## src/rtl/ysyx_24090012_axi_arbiter.sv

```systemverilog
// Two-master (IFU read-only, LSU read/write) to one-slave AXI4 arbiter, one transaction in flight.
// Optional macro ARB_RR_EN selects round-robin arbitration; default is fixed priority LSU over IFU.
module ysyx_24090012_axi_arbiter #(
    parameter int unsigned ADDR_W = 32,
    parameter int unsigned DATA_W = 32,
    parameter int unsigned ID_W   = 4
) (
    input  logic                clock,
    input  logic                reset,

    input  logic                io_ifu_arvalid,
    input  logic [ADDR_W-1:0]   io_ifu_araddr,
    input  logic [ID_W-1:0]     io_ifu_arid,
    input  logic [7:0]          io_ifu_arlen,
    input  logic [2:0]          io_ifu_arsize,
    input  logic [1:0]          io_ifu_arburst,
    output logic                io_ifu_arready,
    output logic                io_ifu_rvalid,
    output logic [DATA_W-1:0]   io_ifu_rdata,
    output logic [1:0]          io_ifu_rresp,
    output logic [ID_W-1:0]     io_ifu_rid,
    output logic                io_ifu_rlast,
    input  logic                io_ifu_rready,

    input  logic                io_lsu_arvalid,
    input  logic [ADDR_W-1:0]   io_lsu_araddr,
    input  logic [ID_W-1:0]     io_lsu_arid,
    input  logic [7:0]          io_lsu_arlen,
    input  logic [2:0]          io_lsu_arsize,
    input  logic [1:0]          io_lsu_arburst,
    output logic                io_lsu_arready,
    output logic                io_lsu_rvalid,
    output logic [DATA_W-1:0]   io_lsu_rdata,
    output logic [1:0]          io_lsu_rresp,
    output logic [ID_W-1:0]     io_lsu_rid,
    output logic                io_lsu_rlast,
    input  logic                io_lsu_rready,
    input  logic                io_lsu_awvalid,
    input  logic [ADDR_W-1:0]   io_lsu_awaddr,
    input  logic [ID_W-1:0]     io_lsu_awid,
    input  logic [7:0]          io_lsu_awlen,
    input  logic [2:0]          io_lsu_awsize,
    input  logic [1:0]          io_lsu_awburst,
    output logic                io_lsu_awready,
    input  logic                io_lsu_wvalid,
    input  logic [DATA_W-1:0]   io_lsu_wdata,
    input  logic [DATA_W/8-1:0] io_lsu_wstrb,
    input  logic                io_lsu_wlast,
    output logic                io_lsu_wready,
    output logic                io_lsu_bvalid,
    output logic [1:0]          io_lsu_bresp,
    output logic [ID_W-1:0]     io_lsu_bid,
    input  logic                io_lsu_bready,

    output logic                io_master_awvalid,
    output logic [ADDR_W-1:0]   io_master_awaddr,
    output logic [ID_W-1:0]     io_master_awid,
    output logic [7:0]          io_master_awlen,
    output logic [2:0]          io_master_awsize,
    output logic [1:0]          io_master_awburst,
    input  logic                io_master_awready,
    output logic                io_master_wvalid,
    output logic [DATA_W-1:0]   io_master_wdata,
    output logic [DATA_W/8-1:0] io_master_wstrb,
    output logic                io_master_wlast,
    input  logic                io_master_wready,
    input  logic                io_master_bvalid,
    input  logic [1:0]          io_master_bresp,
    input  logic [ID_W-1:0]     io_master_bid,
    output logic                io_master_bready,
    output logic                io_master_arvalid,
    output logic [ADDR_W-1:0]   io_master_araddr,
    output logic [ID_W-1:0]     io_master_arid,
    output logic [7:0]          io_master_arlen,
    output logic [2:0]          io_master_arsize,
    output logic [1:0]          io_master_arburst,
    input  logic                io_master_arready,
    input  logic                io_master_rvalid,
    input  logic [DATA_W-1:0]   io_master_rdata,
    input  logic [1:0]          io_master_rresp,
    input  logic [ID_W-1:0]     io_master_rid,
    input  logic                io_master_rlast,
    output logic                io_master_rready
);

    typedef enum logic [1:0] {
        IDLE   = 2'd0,
        IFU_RD = 2'd1,
        LSU_RD = 2'd2,
        LSU_WR = 2'd3
    } state_e;

    state_e state_q, state_d;

    logic ifu_req;
    logic lsu_req;
    logic grant_lsu;
    logic r_done;
    logic b_done;

    assign ifu_req = io_ifu_arvalid;
    assign lsu_req = io_lsu_awvalid | io_lsu_arvalid;

    // Completion is judged on the downstream handshake the arbiter itself is forwarding.
    assign r_done = io_master_rvalid & io_master_rready & io_master_rlast;
    assign b_done = io_master_bvalid & io_master_bready;

`ifdef ARB_RR_EN
    // last_grant_q: 1'b0 = IFU served last, 1'b1 = LSU served last.
    logic last_grant_q, last_grant_d;

    assign grant_lsu = lsu_req & (~ifu_req | ~last_grant_q);

    always_ff @(posedge clock) begin : last_grant_reg
        if (reset) begin
            last_grant_q <= 1'b0;
        end else begin
            last_grant_q <= last_grant_d;
        end
    end

    always_comb begin : last_grant_next
        last_grant_d = last_grant_q;
        if (state_q == IDLE && (ifu_req || lsu_req)) begin
            last_grant_d = grant_lsu;
        end
    end
`else
    assign grant_lsu = lsu_req;
`endif

    always_ff @(posedge clock) begin : state_reg
        if (reset) begin
            state_q <= IDLE;
        end else begin
            state_q <= state_d;
        end
    end

    always_comb begin : state_next
        state_d = state_q;
        case (state_q)
            IDLE: begin
                if (grant_lsu) begin
                    state_d = io_lsu_awvalid ? LSU_WR : LSU_RD;
                end else if (ifu_req) begin
                    state_d = IFU_RD;
                end
            end
            IFU_RD, LSU_RD: begin
                if (r_done) begin
                    state_d = IDLE;
                end
            end
            LSU_WR: begin
                if (b_done) begin
                    state_d = IDLE;
                end
            end
            default: state_d = IDLE;
        endcase
    end

    // Response payloads are broadcast to both masters; only the valid is steered.
    assign io_ifu_rdata = io_master_rdata;
    assign io_ifu_rresp = io_master_rresp;
    assign io_ifu_rid   = io_master_rid;
    assign io_ifu_rlast = io_master_rlast;
    assign io_lsu_rdata = io_master_rdata;
    assign io_lsu_rresp = io_master_rresp;
    assign io_lsu_rid   = io_master_rid;
    assign io_lsu_rlast = io_master_rlast;
    assign io_lsu_bresp = io_master_bresp;
    assign io_lsu_bid   = io_master_bid;

    always_comb begin : channel_mux
        io_master_arvalid = 1'b0;
        io_master_araddr  = '0;
        io_master_arid    = '0;
        io_master_arlen   = '0;
        io_master_arsize  = '0;
        io_master_arburst = '0;
        io_master_rready  = 1'b0;
        io_master_awvalid = 1'b0;
        io_master_awaddr  = '0;
        io_master_awid    = '0;
        io_master_awlen   = '0;
        io_master_awsize  = '0;
        io_master_awburst = '0;
        io_master_wvalid  = 1'b0;
        io_master_wdata   = '0;
        io_master_wstrb   = '0;
        io_master_wlast   = 1'b0;
        io_master_bready  = 1'b0;
        io_ifu_arready    = 1'b0;
        io_ifu_rvalid     = 1'b0;
        io_lsu_arready    = 1'b0;
        io_lsu_rvalid     = 1'b0;
        io_lsu_awready    = 1'b0;
        io_lsu_wready     = 1'b0;
        io_lsu_bvalid     = 1'b0;
        case (state_q)
            IFU_RD: begin
                io_master_arvalid = io_ifu_arvalid;
                io_master_araddr  = io_ifu_araddr;
                io_master_arid    = io_ifu_arid;
                io_master_arlen   = io_ifu_arlen;
                io_master_arsize  = io_ifu_arsize;
                io_master_arburst = io_ifu_arburst;
                io_master_rready  = io_ifu_rready;
                io_ifu_arready    = io_master_arready;
                io_ifu_rvalid     = io_master_rvalid;
            end
            LSU_RD: begin
                io_master_arvalid = io_lsu_arvalid;
                io_master_araddr  = io_lsu_araddr;
                io_master_arid    = io_lsu_arid;
                io_master_arlen   = io_lsu_arlen;
                io_master_arsize  = io_lsu_arsize;
                io_master_arburst = io_lsu_arburst;
                io_master_rready  = io_lsu_rready;
                io_lsu_arready    = io_master_arready;
                io_lsu_rvalid     = io_master_rvalid;
            end
            LSU_WR: begin
                io_master_awvalid = io_lsu_awvalid;
                io_master_awaddr  = io_lsu_awaddr;
                io_master_awid    = io_lsu_awid;
                io_master_awlen   = io_lsu_awlen;
                io_master_awsize  = io_lsu_awsize;
                io_master_awburst = io_lsu_awburst;
                io_master_wvalid  = io_lsu_wvalid;
                io_master_wdata   = io_lsu_wdata;
                io_master_wstrb   = io_lsu_wstrb;
                io_master_wlast   = io_lsu_wlast;
                io_master_bready  = io_lsu_bready;
                io_lsu_awready    = io_master_awready;
                io_lsu_wready     = io_master_wready;
                io_lsu_bvalid     = io_master_bvalid;
            end
            default: ;
        endcase
    end

endmodule

```

## config.mk

```make
export PLATFORM = sky130hd
export DESIGN_NAME = ysyx_24090012_axi_arbiter
export DESIGN_NICKNAME = d
export VERILOG_FILES = /design/src/rtl/ysyx_24090012_axi_arbiter.sv
export SDC_FILE = /design/constraint.sdc
export NUM_CORES = 1
export LEC_CHECK = 0
export ABC_AREA = 1
export BUFFER_PORTS_ARGS = -buffer_cell sky130_fd_sc_hd__buf_2
export CORE_AREA = 4 4 180 182
export CTS_BUF_LIST = sky130_fd_sc_hd__clkbuf_8
export DETAILED_ROUTE_END_ITERATION = 16
export DIE_AREA = 0 0 184 186
export GPL_TIMING_DRIVEN = 0
export SETUP_SLACK_MARGIN = 0.05
export SLEW_MARGIN = 10
export SYNTH_ARGS = -nofsm -noshare
export SYNTH_HDL_FRONTEND = slang
export SYNTH_SLANG_ARGS = --single-unit
export TNS_END_PERCENT = 5
```

## constraint.sdc

```tcl
create_clock -name clock -period 3.4 [get_ports clock]
set_input_delay 0.17 -clock clock [delete_from_list [all_inputs] [get_ports clock]]
set_output_delay 0.17 -clock clock [all_outputs]
set_load 0.02 [all_outputs]
```

# [Yosys cells after proc, flatten, opt, wreduce, memory -nomap -nowiden]
# Index checks and enable logic that the tools add are counted.
[totals] regBits=2 wordCells=45
[classes] n_eq_ne=6 bitwise=4 n_reduce_logical=3 mux=31
[ops] cell="32-bit 2-to-1 mux" count=2
[ops] cell="32-bit case mux with 2 select lines" count=1
[ops] cell="8-bit case mux with 2 select lines" count=1
[ops] cell="1-bit 2-to-1 mux" count=12
[ops] cell="2-bit 2-to-1 mux" count=5
[ops] cell="4-bit 2-to-1 mux" count=2
[ops] cell="8-bit 2-to-1 mux" count=1
[ops] cell="4-bit case mux with 2 select lines" count=1
[ops] cell="2-bit case mux with 3 select lines" count=1
[ops] cell="3-bit case mux with 2 select lines" count=1
[ops] cell="2-bit == test, second input constant" count=2
[ops] cell="2-bit != test, second input constant" count=2
[ops] cell="1-bit case mux with 2 select lines" count=2
[ops] cell="2-bit case mux with 2 select lines" count=1
[ops] cell="1-bit bitwise AND" count=3
[ops] cell="3-bit 2-to-1 mux" count=1
[ops] cell="3-bit != test, second input constant" count=1
[ops] cell="3-bit AND reduction" count=1
[ops] cell="2-bit by 1-bit == test with 1-bit output, second input constant" count=1
[ops] cell="2-bit logical NOT" count=1
[ops] cell="2-bit OR reduction" count=1
[ops] cell="1-bit OR" count=1

# [Logic depth before layout (Yosys ltp)]
# Gate-level depths: netlist (run 1).
[logic_depth] ltp_word=6 depth_mapped=10 mapped_depth_nobuf=9

# [Least setup slack after synthesis (run 1)]
# OpenSTA, ideal clock, no wires.
[synth_timing] path_kind="reg2out" from="reg state_q[0]" to="out io_master_araddr[0]" arrival_ns=1.409 stages_incl_launch_ff=6 n_path_buf=1 path_slack_ns=1.821 cell_sequence="dfxtp_1 -> inv_1 -> ha_1 -> clkinv_1 -> clkbuf_1 -> a21oi_1"
[synth_via] elab_chain_cells=2 word_cells_on_any_way=3
[synth_rtl] element="start, declared" line="93" rtl="state_e state_q, state_d;"
[synth_rtl] element="start signal, assigned" line="136" rtl="state_q <= state_d;"
[synth_rtl] element="2-bit == test or 2-bit by 1-bit == test with 1-bit output (tied branches)" line="202" rtl="case (state_q)"
[synth_rtl] element="32-bit case mux with 2 select lines *" line="202"
[synth_rtl] element="end, declared" line="72" rtl="output logic [ADDR_W-1:0] io_master_araddr,"
# Mark *: on every way between the ends. The rest lies on a longest branch, timed or not.

# [Final worst setup path (run 1)]
[layout_timing] from="reg state_q[1]" to="out io_master_rready"
[layout_via] elab_chain_cells=2 word_cells_on_any_way=3
[layout_rtl] element="2-bit == test or 2-bit by 1-bit == test with 1-bit output (tied branches)" line="202"
[layout_rtl] element="1-bit case mux with 2 select lines *" line="202"
[layout_rtl] element="end, declared" line="83" rtl="output logic io_master_rready"
# Marks and branches as above.

==> results of run 1 <==
## logic make-up (layout without fill, tap and decap cells)
kind of cell | Yosys count | count (layout) | share of synthesized area [%]
adders and majority gates | 4 | 4 | 2.15
DFF | 2 | 2 | 1.72
AOI/OAI and AO/OA | 54 | 54 | 11.6
buffers and inverters | 213 | 645 | 49.6
and+or+nand+nor | 213 | 213 | 34.9
## cells in the final DEF, fill, tap and decap left out
cell | Yosys | routed
buf_2 | 19 | 448
nand2_1 | 204 | 204
inv_1 | 101 | 101
buf_4 | 84 | 84
a21oi_1 | 54 | 54
clkbuf_1 | 6 | 6
ha_1 | 4 | 4
nand2_2 | 3 | 3
nor2_1 | 3 | 3
clkbuf_8 | 0 | 3
buf_6 | 2 | 2
nand4_1 | 2 | 2
dfxtp_1 | 2 | 2
clkinv_1 | 1 | 1
nand3_1 | 1 | 1
## metrics by stage
stage / hold slack, ns / utilization (%) / total power, mW / std cells / setup WS [ns]
floorplan: 0.239 / - / 1.26 / 486 / 1.82
global placement: 0.349 / 16.2 / 1.99 / 1311 / 1.28
detailed placement: 0.356 / 16.2 / 2.01 / 1311 / 1.25
CTS: 0.134 / 16.4 / 2.12 / 1314 / 1.02
global route: 0.149 / 16.4 / 2.27 / 1314 / 0.922
finish: 0.140 / 16.4 / 2.08 / 1314 / 1.07
## power breakdown
group          internal, mW  total, mW  leakage, nW  switching (mW)
logic                 0.617       1.94         3.69            1.32
registers            0.0354     0.0495       0.0166          0.0141
clock network        0.0749     0.0935       0.0216          0.0186
## path summary, 6_finish.rpt
path	startpoint	to	slack [ns]
worst max-delay path	state_q[1]	io_master_rready	1.07
worst min-delay path	reset	state_q[0]	0.14
worst max register to register	state_q[1]	state_q[1]	1.90
worst min register to register	state_q[0]	state_q[0]	0.51
## layout make-up
| type | instances | area, sq um |
|---|---|---|
| fillers | 3568 | 25600 |
| repair buffers | 429 | 2150 |
| multi-input cells | 271 | 1130 |
| plain buffers | 111 | 771 |
| well taps | 396 | 495 |
| inverters | 102 | 383 |
| clock buffers | 3 | 41.3 |
| flip-flops and latches | 2 | 40.0 |
## per-layer routing
metal | global-route usage (%) | share of wire, % | vias to the layer above
met1 | 8.75 | 35 | 1841
li1 | - | - | 2173
met4 | 2.28 | 1.8 | 0
met3 | 1.02 | 9.2 | 16
met5 | 0 | 0 | -
met2 | 16.9 | 54 | 290
==> metrics, run 1 <==
CP Class=flip-flop to output port; Port Buffer Count=429; FP Rows=64; most frequent cells after synthesis=204 x nand2_1, 101 x inv_1, 84 x buf_4; Top reg by flops=state_q; Critical Path Slowest Stage Cell=dfxtp_1; final worst path period need=2.33 ns; H-tree depth reported by CTS=1; Clock Skews=0.00253 ns; Nets=roughly 1200; Cell Area, Synth=0.00233 sq mm; status=finished, final reports clean; DP HPWL=15.9 mm; drt via density=3.29; synth unique cells=14; Worst EP required=roughly 3.2 ns; Reg2Reg Depth=10; setup violators final=0; Syn-to-layout area delta=115%; most common cell in the netlist=nand2_1; hold depth=2; wire length per cell after detailed routing=13.0 um; Synth area leaders=nand2_1 33%, buf_4 27%, inv_1 16%; layout cells sized above 1=around three fifths; design area=0.00501 sq mm; post-CTS sizing=0; Yosys top cell by area=nand2_1; CP delay by family, top=buffers and inverters; antenna-violating nets left=0; die width=184 um; Starting Density=between 7 and 8%; drt initial violations=between 90 and 100; CP peak stage delay=0.39 ns; via count=approximately 4300; GRT Overall Usage=8.25%; clk slew on worst S/H paths=0.03 ns; Least-Margin Pin Slew=0.604 ns; Max-Cap Viols=0; top_reg_cell synth=dfxtp_1; Post-Synthesis Cells=486; Yosys reg bits=2; CTS Buf Count=3; hold crit path type=input pin to flip-flop; initial antenna violation count=0; die outline height=186 um; vias in the first global route=slightly below 4000; CTS sink cnt=2; asr flop ratio synth=0%; Post-synth EDFFs=0; Core ar.=0.0306 sq mm; Worst EP arrival=roughly 2.2 ns; first-pass GRT wire length=21.3 mm; Post-Syn Nets=733; critical path, cell by cell=inv_1, ha_1, clkinv_1, clkbuf_1, a21oi_1, buf_2; Area after DPL=between 0.004 and 0.005 sq mm; Clock Latency Late Sink=0.21 ns; max reg flops=2; peak supply drop=roughly 0.33 mV; stages on the worst setup path=6; root buf cell=clkbuf_8; LEAKAGE=3.72 nW; Tcrit/Tclk final=68.6%; final wirelength=17.1 mm; critical path fanouts, max=10; Critical Path Sink Type=output port; final hold viol count=0; setup TNS=0 ns; largest net degree at the start of global routing=11; Max Slew Vio Count=0; fmax=~0.43 GHz; RD Place Congestion=around 0.9; total gr overflow=0; relative slew slack=59.8%; Critical path buffers and inverters=4; CTS tree=built; PD cells=415 mW/mm^2; RSZ-0062 raised after global routing=no; # Post-CTS Setup Buffers=0; synth warn=0; Ports=474; crit path launch type=flip-flop; number of detailed-route iterations in the first pass=4; post-synthesis sequential area ratio=1.72%; Syn Area/Cell=about 4.8 sq um; Yosys top cell area share=32.9%; Die ar.=0.0342 sq mm; Clock Tree Buf Depth=2; Diodes inserted=0; Largest regs=state_q (2); # DRC=0; cts hold-fix bufs=0
Note: power is estimated with default switching activity, not from simulation.
==> run 2, diff against run 1 <==
Settings changed: CORE_AREA 4 4 180 182 to 4 4 182 184, DIE_AREA 0 0 184 186 to 0 0 186 188.
Clock period 3.4 ns to 2.2 ns, I/O delays scaled along.
==> run 2 against run 1 <==
  * Clock power grew 57%
  * Power grew 53%
  * Setup slack lost 0.84 ns
  * First-iteration DRC count shrank 5.3%
  * Via count shrank 0.42%
  * Sequential share of layout area is essentially flat
  * Clock-buffer cell count is the same
  * Sequential cell count is the same
  * Routed wire length shrank 0.97%
  * Largest cell class unchanged
==> metrics, run 2 (synthesis gave the netlist of run 1 again) <==
final hold viol count=0; hold crit path type=input pin to flip-flop; Nets=1167; FP Rows=65; Worst EP arrival=1.86 ns; Ports=approximately 470; post-layout util=16.0%; relative slew slack=66.1%; drt initial violations=89; # DRC=0; top routing layer in use=met4; Clock Tree Buf Depth=2; die outline height=188 um; Worst EP required=2.09 ns; final worst path period need=about 2 ns; Tcrit/Tclk final=89.7%; LEAKAGE=3.73 nW; most common cell after layout, fill and taps aside=buf_2; met3 WL post-DR=about 1.6 mm; Syn-to-layout area delta=116%; CP Class=flip-flop to output port; Critical Path Sink Type=output port; Post-Layout Cell Count=1322; setup TNS=0 ns; Largest regs=state_q (2); max reg flops=2; Least-Margin Pin Slew=0.508 ns; hold path start=reset; Clock Skews=0.00202 ns; Port Buffer Count=about 430; layout cells sized above 1=59.2%; antenna-violating nets left=0; CTS sink cnt=2; Die ar.=around 0.035 sq mm; CTS Buf Count=3; drt via density=3.25; cts hold-fix bufs=0; post-CTS sizing=1; Worst R2R Start=state_q[0]; Max Slew Vio Count=0; Starting Density=7.41%; Top reg by flops=state_q; via count=roughly 4300; most frequent cells in the layout=448 x buf_2, 204 x nand2_1, 101 x inv_1; peak supply drop=0.548 mV; initial antenna violation count=2; # Post-CTS Setup Buffers=0; RD Place Congestion=0.854; dpl cells=1317; clk slew on worst S/H paths=roughly 0.030 ns; root buf cell=clkbuf_8; Core ar.=0.0314 sq mm; total gr overflow=0; final wirelength=roughly 17 mm; setup violators final=0; metal1 wirelength=5.86 mm; H-tree depth reported by CTS=1; vias in the first global route=4227; wire length per cell after detailed routing=12.8 um; status=finished, final reports clean; filler cell count=3674; Crit. Startpoint=state_q[1]; Max-Cap Viols=0; first-pass GRT wire length=22.3 mm; RSZ-0062 raised after global routing=yes; crit path launch type=flip-flop; largest net degree at the start of global routing=11; fmax=0.507 GHz; GRT Overall Usage=between 8 and 9%; DP HPWL=15.7 mm; CTS tree=built; metal2 WL=9.25 mm; number of detailed-route iterations in the first pass=4; PD cells=634 mW/mm^2; critical path fanouts, max=10; Clock Latency Late Sink=0.21 ns; die width=186 um
## run 2: metal layers
layer / vias up / global-route usage [%]
li1: 2173 / -
met4: 0 / 1.88
met2: 292 / 17.8
met5: - / 0
met1: 1825 / 8.05
met3: 12 / 1.26
## run 2: final cells by class
cell class / count / area (sq um) / share of cell area [%]
repair buffers: 429 / 2150 / 42.7
well taps: 402 / 503 / 10.0
diodes: 2 / 5.00 / 0.0995
clock buffers: 3 / 41.3 / 0.820
flip-flops and latches: 2 / 40.0 / 0.796
plain buffers: 111 / 776 / 15.4
inverters: 102 / 387 / 7.68
multi-input cells: 271 / 1130 / 22.5
## run 2: path summary, 6_finish.rpt
path | end | depth (start not counted) | slack, ns
setup / recovery | io_master_araddr[18] | 6 | 0.23
setup reg to reg | state_q[1] | 10 | 0.81
hold reg to reg | state_q[0] | 2 | 0.50
hold / removal | state_q[0] | 2 | 0.07
## run 2: per-stage QoR
step                      cell area (sq um)  setup slack, ns  hold WS (ns)  total power, mW
after floorplan                        2330            0.681         0.179             1.94
after global placement                 4980            0.177         0.287             3.05
after detailed placement               4980            0.208         0.292             3.06
after CTS                              5020           0.0725        0.0686             3.22
after global routing                   5030           0.0301        0.0850             3.49
final                                  5030            0.227        0.0714             3.19
## run 2: worst max-delay path, stage by stage, from the launching register on
cell        delay, ns
dfxtp_1          0.38
inv_1            0.08
ha_1             0.35
clkinvlp_4       0.17
clkbuf_1         0.28
a21oi_1          0.20
buf_2            0.19
## run 2: report_power, final
| part | internal (mW) | switching, mW |
|---|---|---|
| clock | 0.116 | 0.0312 |
| sequential | 0.0547 | 0.0194 |
| combinational | 0.975 | 1.99 |
==> run 3, diff against run 2 <==
--- a/config.mk
+++ b/config.mk
@@ -7,3 +7,2 @@
 export LEC_CHECK = 0
-export ABC_AREA = 1
 export BUFFER_PORTS_ARGS = -buffer_cell sky130_fd_sc_hd__buf_2
--- a/constraint.sdc
+++ b/constraint.sdc
@@ -3,2 +3,2 @@
 set_output_delay 0.11 -clock clock [all_outputs]
-set_load 0.02 [all_outputs]
+set_load 0.01 [all_outputs]
==> run 3 against run 2 <==
  * Sequential cell count unchanged
  * Clock-buffer cell count unchanged
  * Routed wire length increased by 10%
  * Combinational power decreased by 6.7%
  * Sequential share of layout area about the same
  * Register-to-register slack got worse by 0.45 ns
  * Utilization decreased by 0.20 points
  * Cell count decreased by 12%
  * Largest cell class unchanged
  * Highest routed layer is now met5
==> metrics, run 3 <==
most common cell in the netlist=and2_1; Port Buffer Count=429; Top reg by flops=state_q; Clock Skews=around 0.0033 ns; cts hold-fix bufs=0; LEAKAGE=2.94 nW; root buf cell=clkbuf_8; synth unique cells=20; Critical Path Sink Type=output port; mux share of post-synthesis cell area=0.444%; drt initial violations=between 80 and 90; most frequent cells in the layout=440 x buf_2, 96 x and2_1, 85 x buf_4; PD cells=602 mW/mm^2; status=finished, final reports clean; asr flop ratio synth=0%; Tcrit/Tclk final=between 90% and 100%; Synth area leaders=buf_4 28%, and2_1 27%, a22oi_1 17%; Largest regs=state_q (2); CTS Buf Count=3; hold crit path type=input pin to flip-flop; total gr overflow=0; crit path launch type=flip-flop; Syn-to-layout area delta=120%; clk slew on worst S/H paths=0.03 ns; Ports=474; CTS sink cnt=2; Synth Area in Adders=2.22%; Worst EP arrival=1.93 ns; filler cell count=~3600; Post-Synthesis Cells=between 300 and 400; dpl cells=1161; Critical Path Slowest Stage Cell=dfxtp_1; critical path fanouts, max=10; Cell Area, Synth=around 0.0023 sq mm; Yosys reg bits=2; CP endpoint=io_master_araddr[27]; via count=3917; Yosys top cell by area=buf_4; top_reg_cell synth=dfxtp_1; FP Rows=65; Worst R2R Start=state_q[0]; main combinational cell family by area after synthesis=simple AND/OR/NAND/NOR gates; Post-synth EDFFs=0; RSZ-0062 raised after global routing=yes; setup TNS=0 ns; area share of and/or/nand/nor cells after synthesis=about 42%; Nets=1011; largest net degree at the start of global routing=11; CP Class=flip-flop to output port; R2R Path End=state_q[1]; max reg flops=2; die outline height=between 150 and 200 um; # Post-CTS Setup Buffers=0; die width=186 um; H-tree depth reported by CTS=1; # DRC=0; number of detailed-route iterations in the first pass=4; Starting Density=around 7.2%; setup violators final=0; final worst path period need=2.04 ns; first-pass GRT wire length=between 20 and 25 mm; Max Slew Vio Count=0; peak supply drop=0.357 mV; relative slew slack=between 50% and 60%; Clock Tree Buf Depth=2; most common cell after layout, fill and taps aside=buf_2; RD Place Congestion=0.814; DP Worst Slack=-0.0176 ns; antenna-violating nets left=0; Post-Layout Cell Count=1169; DP HPWL=17.4 mm; vias in the first global route=3846; fmax=0.491 GHz; Final Total Pwr=2.99 mW; Clock Latency Late Sink=0.21 ns; critical path, cell by cell=inv_1, ha_1, buf_6, clkbuf_1, nor2b_1, buf_2; Post-Syn Nets=577; final wirelength=roughly 19 mm; post-synthesis sequential area ratio=~1.8%; Syn Area/Cell=about 6.8 sq um; xor and xnor area share after synthesis=0%; CTS tree=built; layout cells sized above 1=about 70%; most frequent cells after synthesis=96 x and2_1, 85 x buf_4, 53 x nor2b_1; area of the multi-input gates=around 0.0015 sq mm; Worst EP required=~2.1 ns; drt via density=3.35; initial antenna violation count=17; synth warn=0; CP peak stage delay=0.39 ns; final hold viol count=0; R2R setup slack=0.36 ns; Reg2Reg Depth=6; Max-Cap Viols=0; final setup margin=0.162 ns; Least-Margin Pin Slew=0.613 ns; wire length per cell after detailed routing=between 15 and 20 um; Yosys top cell area share=28.3%; Core ar.=~0.031 sq mm; GRT Overall Usage=9.40%; Die ar.=0.0350 sq mm; Crit. Startpoint=state_q[0]; Compound-Gate Fraction of Synth Area=19.9%; Register Area=between 40 and 50 sq um
run 3: cell type report:
| cell class | count | share of cell area (%) |
|---|---|---|
| diodes | 5 | 0.252 |
| plain buffers | 112 | 15.4 |
| clock buffers | 3 | 0.831 |
| inverters | 2 | 0.151 |
| multi-input cells | 214 | 29.2 |
| flip-flops and latches | 2 | 0.806 |
| well taps | 402 | 10.1 |
| repair buffers | 429 | 43.2 |
run 3: repair_timing:
item / 4_1_cts / 5_1_grt
gates resized for setup: 3 / 2
pin swaps: 0 / 0
setup endpoints to repair: 83 / 11
cloned: 0 / 0
run 3: metal layers:
metal	track usage, %	share of wire, %	routed length [um]
met1	8.75	32	5930
met2	19.3	55	10300
met4	0.336	0.23	43
met5	0	0.81	151
met3	4.27	12	2260
run 3: how the worst min path moves through the flow:
| stage | startpoint | to | slack, ns | cells past startpoint |
|---|---|---|---|---|
| 4_1_cts | reset | state_q[1] | 0.14 | 2 |
| 3_3_place_gp | reset | state_q[1] | 0.36 | 2 |
| 5_1_grt | reset | state_q[1] | 0.17 | 2 |
| 2_1_floorplan | reset | state_q[1] | 0.23 | 1 |
| 6_report | reset | state_q[1] | 0.15 | 2 |
| 3_5_place_dp | reset | state_q[1] | 0.36 | 2 |
run 3: cells by family after synthesis:
kind of cell,count (synthesis)
AND/OR/NAND/NOR,150
buffers and inverters,114
AO/OA/AOI/OAI,59
adder cells (fa/ha/maj),4
flip-flops,2
multiplexers,1
run 3: worst max-delay path: cells and delay by family, from the launching register on:
family | cells | cell delay, ns
fa+ha+maj | 1 | 0.30
flops | 1 | 0.39
buf+inv | 4 | 0.80
simple gates | 1 | 0.23
run 3: where the power goes:
| group | total (mW) | internal [mW] | switching, mW |
|---|---|---|---|
| clock network | 0.144 | 0.116 | 0.0282 |
| registers | 0.0755 | 0.0546 | 0.0209 |
| logic | 2.77 | 1.27 | 1.50 |
| total | 2.99 | 1.44 | 1.55 |
run 3: metrics by stage:
step | utilization, % | area [sq um] | hold slack [ns]
3_5_place_dp | 15.6 | 4910 | 0.364
3_3_place_gp | 15.6 | 4910 | 0.358
4_1_cts | 15.8 | 4960 | 0.141
2_1_floorplan | - | 2260 | 0.228
6_report | 15.8 | 4970 | 0.150
5_1_grt | 15.8 | 4970 | 0.172
